==> config.mk <==
export PLATFORM = sky130hd
export DESIGN_NAME = sel_pipe_mux
export DESIGN_NICKNAME = d
export VERILOG_FILES = /design/src/rtl/sel_pipe_mux.sv
export SDC_FILE = /design/constraint.sdc
export NUM_CORES = 1
export LEC_CHECK = 0
export BUFFER_PORTS_ARGS = -buffer_cell sky130_fd_sc_hd__buf_2
export CORE_MARGIN = 2
export CORE_UTILIZATION = 41
export DETAILED_ROUTE_END_ITERATION = 7
export PLACE_DENSITY = 0.8
export RECOVER_POWER = 25
export SETUP_SLACK_MARGIN = 0.5
export SYNTH_ARGS = -nofsm -noshare
export SYNTH_HDL_FRONTEND = slang
export SYNTH_SLANG_ARGS = --single-unit
==> constraint.sdc <==
create_clock -name Clk -period 1.8 [get_ports Clk]
set_input_delay 0.27 -clock Clk [delete_from_list [all_inputs] [get_ports Clk]]
set_output_delay 0.27 -clock Clk [all_outputs]
set_load 0.02 [all_outputs]
==> src/rtl/sel_pipe_mux.sv <==
// sel_pipe_mux: M-channel valid/ready multiplexer with a one-word output register.
// MODE 0 routes the channel named by Select; MODE 1 arbitrates round-robin
// starting from an internal pointer that advances past each granted channel.
//
// Ports:
//   Clk      - clock, rising edge
//   Reset    - asynchronous, active-high; clears the output register and pointer
//   InData   - M channels of N bits, channel c at [c*N +: N]
//   InValid  - per-channel valid
//   InReady  - per-channel accept (combinational)
//   Select   - channel choice in MODE 0, ignored in MODE 1
//   OutData  - registered data of the last transfer
//   OutValid - OutData holds an unconsumed word
//   OutReady - downstream accepts OutData
//   Grant    - registered index of the channel held in OutData
module sel_pipe_mux #(
  parameter int N    = 32,
  parameter int M    = 4,
  parameter int MODE = 0,
  localparam int SW  = $clog2(M)
) (
  input  logic            Clk,
  input  logic            Reset,
  input  logic [M*N-1:0]  InData,
  input  logic [M-1:0]    InValid,
  output logic [M-1:0]    InReady,
  input  logic [SW-1:0]   Select,
  output logic [N-1:0]    OutData,
  output logic            OutValid,
  input  logic            OutReady,
  output logic [SW-1:0]   Grant
);

  logic [N-1:0]  r_data;
  logic          r_valid;
  logic [SW-1:0] r_grant;
  logic [SW-1:0] r_ptr;

  logic          w_slot_free;
  logic          w_chosen_vld;
  logic [SW-1:0] w_chosen_idx;
  logic [N-1:0]  w_data;
  logic          w_xfer;
  logic [SW-1:0] w_ptr_next;

  assign w_slot_free = !r_valid || OutReady;

  // Channel choice. The round-robin scan reduces the index modulo M by a
  // single conditional subtract, so non-power-of-two M wraps at M, not 2^SW.
  always_comb begin
    w_chosen_vld = 1'b0;
    w_chosen_idx = '0;
    if (MODE == 0) begin
      if (int'(Select) < M) begin
        w_chosen_vld = 1'b1;
        w_chosen_idx = Select;
      end
    end else begin
      for (int unsigned k = 0; k < M; k++) begin
        int unsigned j;
        j = int'(r_ptr) + k;
        if (j >= M) j = j - M;
        if (!w_chosen_vld && InValid[SW'(j)]) begin
          w_chosen_vld = 1'b1;
          w_chosen_idx = SW'(j);
        end
      end
    end
  end

  always_comb begin
    w_data = '0;
    for (int unsigned c = 0; c < M; c++) begin
      if (SW'(c) == w_chosen_idx) w_data = InData[c*N +: N];
    end
  end

  // In MODE 0 the selected channel sees ready even when it is not valid.
  always_comb begin
    InReady = '0;
    for (int unsigned c = 0; c < M; c++) begin
      InReady[c] = !Reset && w_slot_free && w_chosen_vld && (SW'(c) == w_chosen_idx);
    end
  end

  assign w_xfer     = |(InReady & InValid);
  assign w_ptr_next = (int'(w_chosen_idx) == M - 1) ? '0 : w_chosen_idx + 1'b1;

  always_ff @(posedge Clk or posedge Reset) begin
    if (Reset) begin
      r_data  <= '0;
      r_valid <= 1'b0;
      r_grant <= '0;
      r_ptr   <= '0;
    end else begin
      if (w_xfer) begin
        r_data  <= w_data;
        r_grant <= w_chosen_idx;
        r_valid <= 1'b1;
        if (MODE == 1) r_ptr <= w_ptr_next;
      end else if (w_slot_free) begin
        r_valid <= 1'b0;
      end
    end
  end

  assign OutData  = r_data;
  assign OutValid = r_valid;
  assign Grant    = r_grant;

endmodule

==> impl_summary.md, run 1 <==
CTS
The CTS tree is built. The clock slew seen by the registers of the worst setup and hold paths is roughly 0.06 ns. The H-tree depth reported by CTS is 2. The largest buffer count on any clock path is 2. The number of clock buffers inserted by TritonCTS is 5.

The clock net in this run drives a total of 35 sinks. The buffer cell driving the clock tree root is sky130_fd_sc_hd__clkbuf_8. Hold repair after CTS inserted 0 buffers.

The clock latency of the later-clocked register in the worst-skew pair is between 0.2 and 0.3 ns.

Finish
0 antenna diodes ended up in the layout. Once layout is complete, the cells apart from fillers number roughly 390. Relative to the synthesized area, the layout overhead comes to 45.0%.

In the final design database the tool counted about 450 nets. The share of cells above drive strength 1 is 0.822. The multi-input combinational cells in the finished layout cover a total of 0.00140 mm^2. The layout has about 460 filler cells. The area taken by flip-flops and latches is between 800 and 900 um^2.

Floorplan
The initial utilization of the core area, before any placement, comes to 0.429. The number of placed I/O pins is about 180. The die is between 80 and 90 um wide. The die outline height is approximately 80 um. The die covers 0.00643 mm^2. The initialized floorplan defines 27 standard-cell rows. After floorplanning, the core was sized to cover 0.00554 mm^2.

Status
The flow ran to the end, and the final reports show no timing, DRC or antenna violations.

Synth
The leading area contributor after synthesis is sky130_fd_sc_hd__dfrtp_1. The synthesized area is 0.00238 mm^2. The share of the Yosys chip area taken by registers is 0.368. The average cell area after synthesis is roughly 18 um^2. The synthesized design contains 35 register bits. Sorting the synthesized cells by area gives the leading types as sky130_fd_sc_hd__dfrtp_1, sky130_fd_sc_hd__mux4_2, sky130_fd_sc_hd__mux2_4. The post-synthesis instance total is 133. The warning count from the yosys run is 0. The net count of the mapped netlist is 270. Of the post-synthesis cell area, the dominant cell type holds 0.368. The number of distinct library cells after synthesis is 19.

Drt
Routed signal wires occupy layers up through met4. The number of violations reported at the end of detailed-routing iteration 0 is 43. In the final routed layout, each cell accounts on average for 16.3 um. The number of nets with antenna violations after routing is 0. In the routed layout, each cell is associated on average with a via count of 5.17. The number of detailed-route iterations in the first pass is 4. After detailed routing, the total wire length is ~6.3 mm.

The post-route met1 wirelength is 2.24 mm. After detailed routing, the met2 layer carries about 3.5 mm of wire. The number of design rule violations left after detail routing is 0.

The detailed route wirelength on metal3 is 499 um. For this block, the via count after detailed routing is 1997.

Global route
In the global route stage, overall resource usage came out at 0.199. The total overflow left after global routing is 0. The number of antenna violations at the first check in global routing was 0.

The number of global-route vias before repair is approximately 2.1k. Entering global routing, the biggest net connects 22 pins. The wire length of the first global-routing pass is just under 10 mm.

Worst setup path
The arrival time of data at the critical path endpoint is ~1.2 ns. The required time reported for the critical path endpoint is ~1.5 ns. The critical path in this run is classified as flip-flop to output port. In this run the critical register-to-register path is launched from OutValid$_DFFE_PP0P_. The worst setup path is captured at an output port.

The register-to-register path setup slack is 0.40 ns. In this run the worst path has a maximum fanout of 4. In this run the worst setup path begins at OutValid$_DFFE_PP0P_. STA classifies the critical path startpoint as a flip-flop. Counting cells, the worst reg-to-reg path comes to 5.

Pwr
The peak supply drop is 0.000434 V. In this run the static leakage power is 1.78 nW. The power per cell area is roughly 850 mW/mm^2.

Placed design
After detailed placement, the design holds a cell count of roughly 380. Routability-driven placement finished with a final weighted congestion of 0.840. The number of buffers added on ports is roughly 180. The post-detailed-placement half-perimeter wirelength is about 5.2 mm.

Timing
The clock skew after layout is 0.00464 ns. The final-report max-slew violation count is 0. Setup violations remaining at the end of the flow were counted as 0. After routing, the total negative slack on setup checks comes to 0 ns.

Setup repair after global routing could not meet its margin everywhere. The final hold violation count is 0. The slew of the pin with the lowest slew margin is 1.11 ns. The highest attainable clock frequency is a little under 0.7 GHz. The time the final worst path needs with I/O delays and setup is around 1.4 ns. In this run the tightest slew margin relative to its limit is 0.260. The final period utilization is 0.802.

Worst hold path
Counting instances, the worst hold path has a depth of 3. The path category of the worst min-delay check is input port to flip-flop. The start point of the worst min-delay path is Reset.

Job
Max-cap violations in this run came to 0.
==> final cells by class <==
| type | instances | share of cell area |
|---|---|---|
| Sequential cell | 35 | 0.254 |
| Multi-Input combinational cell | 84 | 0.407 |
| Clock buffer | 6 | 0.0210 |
| Tap cell | 72 | 0.0261 |
| Timing Repair Buffer | 186 | 0.288 |
| Inverter | 3 | 0.00363 |
==> cells by family after synthesis <==
family | after synthesis | share of synthesized area
AO/OA/AOI/OAI | 6 | 0.0158
buffers and inverters | 14 | 0.0563
flip-flops | 35 | 0.368
multiplexers | 69 | 0.536
AND/OR/NAND/NOR | 9 | 0.0242
==> registers in the layout (all words and copies together), names as in the netlist <==
register	flops
OutValid	1
OutData	32
Grant	2
==> Yosys cell counts <==
library cell and count:
sky130_fd_sc_hd__buf_2 2, sky130_fd_sc_hd__clkbuf_1 2, sky130_fd_sc_hd__a31oi_1 2, sky130_fd_sc_hd__mux2i_1 2
sky130_fd_sc_hd__mux2_4 29, sky130_fd_sc_hd__nand3_4 1, sky130_fd_sc_hd__buf_6 4, sky130_fd_sc_hd__nand2b_1 1
sky130_fd_sc_hd__mux4_2 28, sky130_fd_sc_hd__mux4_1 5, sky130_fd_sc_hd__inv_1 3, sky130_fd_sc_hd__mux2_2 5
sky130_fd_sc_hd__nor2b_1 1, sky130_fd_sc_hd__dfrtp_1 35, sky130_fd_sc_hd__nor3_1 4, sky130_fd_sc_hd__nand2_1 2
sky130_fd_sc_hd__o21ai_0 2, sky130_fd_sc_hd__buf_12 3, sky130_fd_sc_hd__o31ai_1 2
==> critical path, cell delays in order (launching register included) <==
cell and delay, ns:
sky130_fd_sc_hd__dfrtp_1 0.42, sky130_fd_sc_hd__nand2b_4 0.11, sky130_fd_sc_hd__nand2_4 0.07, sky130_fd_sc_hd__nor3_2 0.14
sky130_fd_sc_hd__buf_4 0.17
==> where the power goes <==
group          switching, mW  internal (mW)  total (mW)
Clock                  0.241          0.257       0.498
Combinational          0.613          0.695        1.31
Sequential             0.130           1.01        1.14
Total                  0.983           1.96        2.94
==> placed cells by master (no fill, tap or decap), types with 2 or more instances in the layout <==
| master | n |
|---|---|
| sky130_fd_sc_hd__mux2i_1 | 2 |
| sky130_fd_sc_hd__mux4_1 | 5 |
| sky130_fd_sc_hd__clkbuf_1 | 4 |
| sky130_fd_sc_hd__buf_12 | 2 |
| sky130_fd_sc_hd__buf_4 | 11 |
| sky130_fd_sc_hd__mux4_2 | 28 |
| sky130_fd_sc_hd__o21ai_0 | 2 |
| sky130_fd_sc_hd__clkbuf_8 | 5 |
| sky130_fd_sc_hd__inv_1 | 2 |
| sky130_fd_sc_hd__dfrtp_1 | 35 |
| sky130_fd_sc_hd__buf_2 | 169 |
| sky130_fd_sc_hd__o31ai_1 | 2 |
| sky130_fd_sc_hd__mux2_2 | 5 |
| sky130_fd_sc_hd__a31oi_1 | 2 |
| sky130_fd_sc_hd__mux2_4 | 29 |
| sky130_fd_sc_hd__nor3_2 | 4 |
==> timing repair <==
action	in CTS	in global routing
cloned	0	0
endpoints found under the setup margin	36	36
endpoints found under the hold margin	0	0
pin swaps	1	0
gates resized for setup	12	0
setup buffers	1	0
==> final timing paths <==
path	to
max	InReady[3]
min	Grant[0]$_DFFE_PP0P_
max reg2reg	OutData[6]$_DFFE_PP0P_
min reg2reg	OutData[2]$_DFFE_PP0P_
max in group asynchronous	OutData[8]$_DFFE_PP0P_
min in group asynchronous	OutData[16]$_DFFE_PP0P_
==> per-layer routing <==
layer,GRT usage,vias up
met1,0.220,984
met4,0.0678,0
li1,-,907
met3,0.0360,4
met5,0,-
met2,0.378,102
==> per-stage QoR <==
stage               area [um^2]  power [mW]   util  setup WS [ns]  hold WS, ns
floorplan                  2400        1.99      -         0.0819        0.245
global placement           3340        2.42  0.603         0.0865        0.400
detailed placement         3340        2.45  0.603         0.0585        0.398
CTS                        3460        2.98  0.625          0.344        0.123
global route               3450        3.12  0.623          0.169        0.397
finish                     3450        2.94  0.623          0.357        0.343
(Power assumes the default switching activity.)
==> run 2: changes to the inputs <==
--- a/config.mk
+++ b/config.mk
@@ -5,9 +5,10 @@
 export SDC_FILE = /design/constraint.sdc
 export NUM_CORES = 1
 export LEC_CHECK = 0
+export ABC_AREA = 1
 export BUFFER_PORTS_ARGS = -buffer_cell sky130_fd_sc_hd__buf_2
 export CORE_MARGIN = 2
-export CORE_UTILIZATION = 41
+export CORE_UTILIZATION = 40
 export DETAILED_ROUTE_END_ITERATION = 7
 export PLACE_DENSITY = 0.8
 export RECOVER_POWER = 25
==> constraint.sdc (replaced) <==
create_clock -name Clk -period 1.4 [get_ports Clk]
set_input_delay 0.21 -clock Clk [delete_from_list [all_inputs] [get_ports Clk]]
set_output_delay 0.21 -clock Clk [all_outputs]
set_load 0.02 [all_outputs]
==> run 2 against run 1 <==
Highest routed layer unchanged. Count of clock-buffer cells in the layout down 1. Flip-flop and latch count did not move. Routed wire length up 42%. Largest cell class is now buffers. The run now ends with setup timing left. Critical endpoint is now OutData[28]$_DFFE_PP0P_.
==> impl_summary.md, run 2 <==
Status
The run finished, with violations left. The checks that failed: setup timing.

Worst setup path
The worst setup path is launched from a flip-flop. The startpoint identified for the worst register-to-register timing path is OutValid$_DFFE_PP0P_. The maximum fanout encountered on the critical timing path is 8.

For this design, the slowest cell found on the critical path is sky130_fd_sc_hd__dfrtp_1. The critical path in this run is classified as flip-flop to flip-flop. The kind of capture point of the worst setup path is a flip-flop.

On the worst path, the slowest cell contributes a delay of 0.39 ns. The worst register-to-register path has a setup slack of -0.13 ns. STA puts the critical path data required time at 1.57 ns. Data arrives at the worst endpoint at 1.71 ns.

The critical path goes through a21oi_2 > buf_4 > buf_6 > nand3_4 > nand2_4 > nor2_4 > buf_12 > buf_12 > nand2_2 > nand2_2. Tracing the worst setup path back leads to its startpoint at OutValid$_DFFE_PP0P_.

CTS
The H-tree depth reported by CTS is 2. Clock latency on the worst-skew pair, taken at its later pin, is approximately 0.29 ns. The clock net in this run drives a total of 35 sinks. The clock slew seen by the registers of the worst setup and hold paths is ~0.07 ns. No sink is reached through more buffers than the 2 on the longest clock path. For this design, the CTS-stage hold fixing added 0 buffers. The buffer cell driving the clock tree root is sky130_fd_sc_hd__clkbuf_8. Buffers inserted during clock tree synthesis total 5. TritonCTS built the clock tree.

Synth
In the synthesized netlist the async set-or-reset flop fraction comes to 1.00. The share of synthesized area in the top cell type comes to 0.392. After synthesis, the netlist uses 19 different library cells. For this run, the register share of the synthesized area comes to 0.392. By count the netlist is led by sky130_fd_sc_hd__nand2_1, sky130_fd_sc_hd__dfrtp_1, sky130_fd_sc_hd__nand4_1, sky130_fd_sc_hd__o21ai_0, sky130_fd_sc_hd__buf_2. The most frequent cell after synthesis is sky130_fd_sc_hd__nand2_1. In this run, synthesis inferred 0 flip-flops with an integrated enable. The synthesized area is roughly 0.0022 mm^2. Yosys attributes the largest share of cell area to sky130_fd_sc_hd__dfrtp_1, sky130_fd_sc_hd__nand2_1, sky130_fd_sc_hd__nand4_1. Counting flops and latches in the post-synthesis netlist gives 35.

The biggest area contributor in the post-synthesis netlist is sky130_fd_sc_hd__dfrtp_1. For this run, the leading register cell type out of synthesis is sky130_fd_sc_hd__dfrtp_1. The net count of the mapped netlist is 479. The warning count from the yosys run is 0.

The post-synthesis instance total is 342. The average cell area after synthesis is about 6.5 um^2.

Placed design
The post-detailed-placement half-perimeter wirelength is 5.86 mm. The routability-driven placement congestion ratio is roughly 0.77. Input and output buffers added on the ports amount to ~180.

Drt
The total wire length after detailed routing is ~8.9 mm. The detailed router finished its first iteration with 186 violations. The via count normalized by instance count is between 5 and 6. The number of detailed-route iterations in the first pass is 5. The overall via count from detail_route is between 3k and 4k.

In the routed design, unresolved DRC markers number 0. The number of nets with antenna violations after routing is 0. Dividing the detail-routed wire length by the instance count gives 14.2 um.

Finish
The repair_antennas step left the layout with diodes totalling 0. The count of nets after finishing is around 690. From synthesis to final layout, the design area changed by 88.7%. In the layout the commonest cells are sky130_fd_sc_hd__nand2_1, sky130_fd_sc_hd__buf_2, sky130_fd_sc_hd__buf_6, sky130_fd_sc_hd__buf_4, sky130_fd_sc_hd__dfrtp_1. Of the cells placed in the final design, the portion with a size suffix greater than 1 is 0.538.

The most common cell after layout, fill and taps aside is sky130_fd_sc_hd__nand2_1. The register with the most flip-flops in the layout has 32 of them.

Worst hold path
The start point of the worst min-delay path is Select[0]. The path category of the worst min-delay check is input port to flip-flop.

Timing
The setup slack after layout is -0.133 ns. The number of setup violations in the final report is 39. The highest attainable clock frequency is 0.652 GHz. The final period utilization is 1.09.

The final-report max-slew violation count is 0. The clock skew after layout is around 0.01 ns. The final hold violation count came to 0. Setup repair after global routing could not meet its margin everywhere. For the pin with the worst max-slew slack, the measured transition is ~0.86 ns. The time the final worst path needs with I/O delays and setup is between 1.5 and 2 ns. The smallest hold slack is 0.237 ns. The worst slew margin relative to its limit is 0.426.

Global route
The residual overflow from global routing is 0. The number of antenna violations at the first check in global routing is 0. Entering global routing, the biggest net connects 36 pins. The global router's overall resource usage is 0.276. The wire length of the first global-routing pass is 13.6 mm. The number of global-route vias before repair is 3017.

Floorplan
In this run the count of I/O pins placed on the die edge is between 150 and 200. The die outline height is 78.7 um. The die covers about 0.0062 mm^2. After floorplanning, the core was divided into 27 placement rows. The effective utilization at floorplan is 0.411. The core region is 0.00544 mm^2.

The x dimension of the die is 78.7 um.

Pwr
The peak supply drop is about 0.00074 V. The reported leakage power is approximately 2.3 nW. The power per cell area is around 1100 mW/mm^2. Overall power consumption after layout is estimated at roughly 4.7 mW.

Job
The max capacitance violation total is 0.
==> run 2: final cells by class <==
class                   instances  area (um^2)
fillers                       385         1220
inverters                       7         30.0
clock inverters                 3         43.8
well taps                      72         90.1
clock buffers                   5         68.8
flip-flops and latches         35          876
repair buffers                229         1650
multi-input cells             279         1460
==> run 2: critical path: cells and delay by family (launching register included) <==
family                 cells  cell delay [ns]
AOI/OAI and AO/OA          1             0.18
buffers and inverters      4             0.53
and+or+nand+nor            5             0.33
DFF                        1             0.39
==> run 2: final timing paths <==
kind | to | cells past startpoint
min in group asynchronous | OutData[25]$_DFFE_PP0P_ | 3
setup reg to reg | OutData[28]$_DFFE_PP0P_ | 10
hold / removal | Grant[0]$_DFFE_PP0P_ | 3
hold reg to reg | OutData[14]$_DFFE_PP0P_ | 2
max in group asynchronous | OutData[14]$_DFFE_PP0P_ | 3
setup / recovery | OutData[28]$_DFFE_PP0P_ | 10
==> run 2: kinds of logic (layout without fill, tap and decap cells) <==
logic type      after synthesis  after routing  synth area share
compound gates               34             34            0.0761
buf+inv                      28            244            0.0683
flops                        35             35             0.392
simple gates                245            245             0.464
==> run 2: what timing repair did <==
item	in CTS	in global routing
gates resized for setup	120	33
pin swaps	10	3
gates cloned	3	0
endpoints found under the setup margin	74	74
hold endpoints to repair	0	0
setup buffers	27	7
==> run 2: power breakdown <==
part	total, mW	internal, mW	leakage, nW	switching [mW]
logic	2.35	1.24	1.76	1.11
clock network	0.900	0.530	0.0581	0.370
registers	1.47	1.27	0.440	0.207
total	4.73	3.04	2.26	1.69
==> run 2: metal layers <==
| layer | part of all wire | routed length, um | track usage |
|---|---|---|---|
| met2 | 0.53 | 4780 | 0.506 |
| met4 | 0.023 | 202 | 0.105 |
| met3 | 0.079 | 710 | 0.0602 |
| met1 | 0.36 | 3260 | 0.310 |
| met5 | 0 | 0 | 0 |
==> run 2: stage by stage <==
| step | utilization | cells | area [um^2] | setup TNS [ns] | setup WS [ns] |
|---|---|---|---|---|---|
| final | 0.775 | 630 | 4220 | -4.16 | -0.133 |
| after detailed placement | 0.605 | 585 | 3290 | 0 | 0.0675 |
| after CTS | 0.746 | 623 | 4060 | -2.19 | -0.0899 |
| after global placement | 0.605 | 585 | 3290 | 0 | 0.0859 |
| after global routing | 0.775 | 630 | 4220 | -7.27 | -0.217 |
| after floorplan | - | 342 | 2280 | -7.00 | -0.214 |
==> run 3: changes to the inputs <==
--- a/config.mk
+++ b/config.mk
@@ -5,10 +5,9 @@
 export SDC_FILE = /design/constraint.sdc
 export NUM_CORES = 1
 export LEC_CHECK = 0
-export ABC_AREA = 1
 export BUFFER_PORTS_ARGS = -buffer_cell sky130_fd_sc_hd__buf_2
 export CORE_MARGIN = 2
-export CORE_UTILIZATION = 40
+export CORE_UTILIZATION = 41
 export DETAILED_ROUTE_END_ITERATION = 7
 export PLACE_DENSITY = 0.8
 export RECOVER_POWER = 25
==> run 3 against run 2 <==
The flow still finishes with violations (setup timing). Design area fell by 5.9%. Cell count fell by 34%. Worst hold slack got worse by 0.092 ns. Via count fell by 34%. Clock power fell by 24%. Non-clock buffer count fell by 14. Register-to-register slack improved by 0.16 ns. Routed wire length fell by 21%. Global-route usage fell by 5.7 points. Count of clock-buffer cells in the layout rose by 2. Critical path type is now flip-flop to output port. Critical endpoint is now InReady[2]. Largest cell class unchanged. Highest routed layer unchanged.
==> impl_summary.md, run 3 (synthesis results as in run 1) <==
Worst setup path
On the critical path, the stage with the largest delay is an instance of sky130_fd_sc_hd__dfrtp_1. The type of origin of the critical path is a flip-flop. Grouping stages by cell kind, the critical path spends the most delay in flip-flops. The worst path buffer plus inverter count is 1. The critical path goes through nand2b_4 > nand2_4 > nor3_2 > buf_4. The worst setup path is of the flip-flop to output port kind. For the worst setup path, the data required time is between 1 and 1.5 ns. In this design, the stage delay of the slowest critical-path cell is 0.42 ns. For the worst setup path, the data arrival time is roughly 1.2 ns. In this run the worst path has a maximum fanout of 4. The kind of capture point of the worst setup path is an output port.

Timing
The final period utilization is 1.01. After layout, the worst setup slack is -0.0145 ns. The smallest hold slack is about 0.14 ns. The final-report max-slew violation count was 0.

Measured against its own limit, the worst slew margin works out to 0.732. Setup violations remaining at the end of the flow were counted as 1. The slew of the pin with the lowest slew margin is 0.402 ns. Setup repair after global routing could not meet its margin everywhere. Timing would allow up to 0.707 GHz. The time the final worst path needs with I/O delays and setup is about 1.4 ns. The clock skew after layout is between 0.007 and 0.008 ns.

The final hold violation count came to 0.

Floorplan
The number of placed I/O pins is ~180. The x dimension of the die is 80.2 um. The die covers 0.00643 mm^2. The initialized floorplan defines 27 standard-cell rows. The die is 80.2 um tall. The effective utilization at floorplan is 0.429. The placeable core region is between 0.005 and 0.006 mm^2.

Finish
The end-of-flow core utilization is 0.716. The top cell types in the final layout, fill and taps aside, are sky130_fd_sc_hd__buf_2, sky130_fd_sc_hd__buf_6, sky130_fd_sc_hd__buf_4. The register with the most flip-flops in the layout has 32 of them.

Compared with the post-synthesis result, the final layout area differs by 66.9%. The final layout contains around 480 nets. The repair_antennas step left the layout with diodes totalling 0. Summing all non-filler instances in the final layout gives an area of between 0.003 and 0.004 mm^2. The share of cells above drive strength 1 is 0.846. The most common cell after layout, fill and taps aside is sky130_fd_sc_hd__buf_2.

Status
The final reports fail on setup timing. The run finished, with violations left.

Global route
Entering global routing, the biggest net connects 32 pins. The total overflow left after global routing is 0. The number of antenna violations at the first check in global routing came to 0.

The global router's overall resource usage is 0.219. The number of global-route vias before repair is approximately 2.3k. The first global-routing pass estimated about 11 mm of wire.

Pwr
The portion of total power attributed to sequential cells is 0.340. The switching fraction of total power is 0.318. The reported leakage power is slightly above 2 nW.

IR analysis of the VDD net gives a maximum drop of 0.000637 V. The fraction of power consumed by the clock network is 0.152. The switching power is roughly 1.4 mW.

The share of total power dissipated in combinational logic is 0.508. The power per cell area is about 1100 mW/mm^2. The internal power of the cells totals 3.07 mW.

CTS
The H-tree depth reported by CTS is 2. For this design, the sink count on the clock tree is 35. The clock latency of the later-clocked register in the worst-skew pair is roughly 0.28 ns.

The buffer cell driving the clock tree root is sky130_fd_sc_hd__clkbuf_8. The number of clock buffers inserted by TritonCTS is 5. Clock-pin slew was measured on the worst setup and hold paths at 0.07 ns. The largest buffer count on any clock path is 2.

TritonCTS built the clock tree.

Drt
After detailed routing, the number of vias per cell comes to around 5.1. The number of violations reported at the end of detailed-routing iteration 0 is 46. In the final routed layout, each cell accounts on average for about 17 um. Once detail routing completed, the nets flagged for antenna violations numbered 0.

Detailed routing inserted a total of ~2.1k vias. The number of detailed-route iterations in the first pass is 4. For this block, the routed nets add up to 7.06 mm of wire. The number of design rule violations left after detail routing is 0.

Placed design
The post-detailed-placement half-perimeter wirelength is 5.31 mm. The routability-driven placement congestion ratio is ~0.87. The placed standard-cell area is about 0.0034 mm^2. Prior to clock tree synthesis, the placed netlist has a worst setup slack of -0.257 ns. Input and output buffers added on the ports amount to ~180.

Job
The max capacitance violation total is 0.

Worst hold path
The path category of the worst min-delay check is input port to async pin.
## run 3: cell count changes in the layout (fill, tap and decap cells not counted), sizes merged, moves of 5 or more
cell   delta
buf      -15
mux2     +34
mux4     +33
nand2   -199
nand4    -34
nor2      -5
o21ai    -31
## run 3: timing repair
action	CTS	global route
pin swaps	2	2
hold buffers	1	0
setup endpoints to repair	74	74
hold endpoints to repair	4	0
resized for setup	78	11
setup buffers	14	5
cloned	0	1
## run 3: area by class of cell
type	count	area, um^2
clock buffer	7	76.3
clock inverter	1	5.00
fill	384	1570
inverter	3	15.0
multi-input combinational	84	1430
sequential	35	876
tap	72	90.1
timing repair buffer	215	1480
## run 3: final timing paths
| path | start | end | slack [ns] | depth (start not counted) |
|---|---|---|---|---|
| max in group asynchronous | Reset | OutData[24]$_DFFE_PP0P_ | 0.59 | 4 |
| setup / recovery | OutValid$_DFFE_PP0P_ | InReady[2] | -0.01 | 4 |
| setup reg to reg | OutValid$_DFFE_PP0P_ | OutData[10]$_DFFE_PP0P_ | 0.03 | 5 |
| hold / removal | Reset | OutData[21]$_DFFE_PP0P_ | 0.14 | 3 |
| min in group Clk | Reset | Grant[1]$_DFFE_PP0P_ | 0.23 | 3 |
| hold reg to reg | OutData[3]$_DFFE_PP0P_ | OutData[3]$_DFFE_PP0P_ | 0.54 | 1 |
## run 3: metrics by stage
step,std cells,power [mW],setup TNS [ns]
after floorplan,133,2.56,-8.20
after global placement,388,3.14,-6.16
after detailed placement,388,3.18,-7.22
after CTS,411,4.45,0
after global routing,417,4.74,-0.139
final,417,4.50,-0.0145
## run 3: metal layers
metal / routed length [um] / global-route usage
met1: 2560 / 0.242
met2: 3880 / 0.422
met3: 553 / 0.0360
met4: 70 / 0.0678
met5: 0 / 0
## run 3: worst min-delay path, stage by stage
cell	delay (ns)
sky130_fd_sc_hd__buf_2	0.13
sky130_fd_sc_hd__clkinvlp_4	0.12
sky130_fd_sc_hd__buf_4	0.39
## run 3: power by group through the flow
stage               Combinational (mW)  Sequential [mW]  Clock (mW)
floorplan                        0.746             1.81           0
global placement                  1.67             1.47           0
detailed placement                1.71             1.47           0
CTS                               2.20             1.52       0.722
global route                      2.42             1.56       0.756
finish                            2.29             1.53       0.683
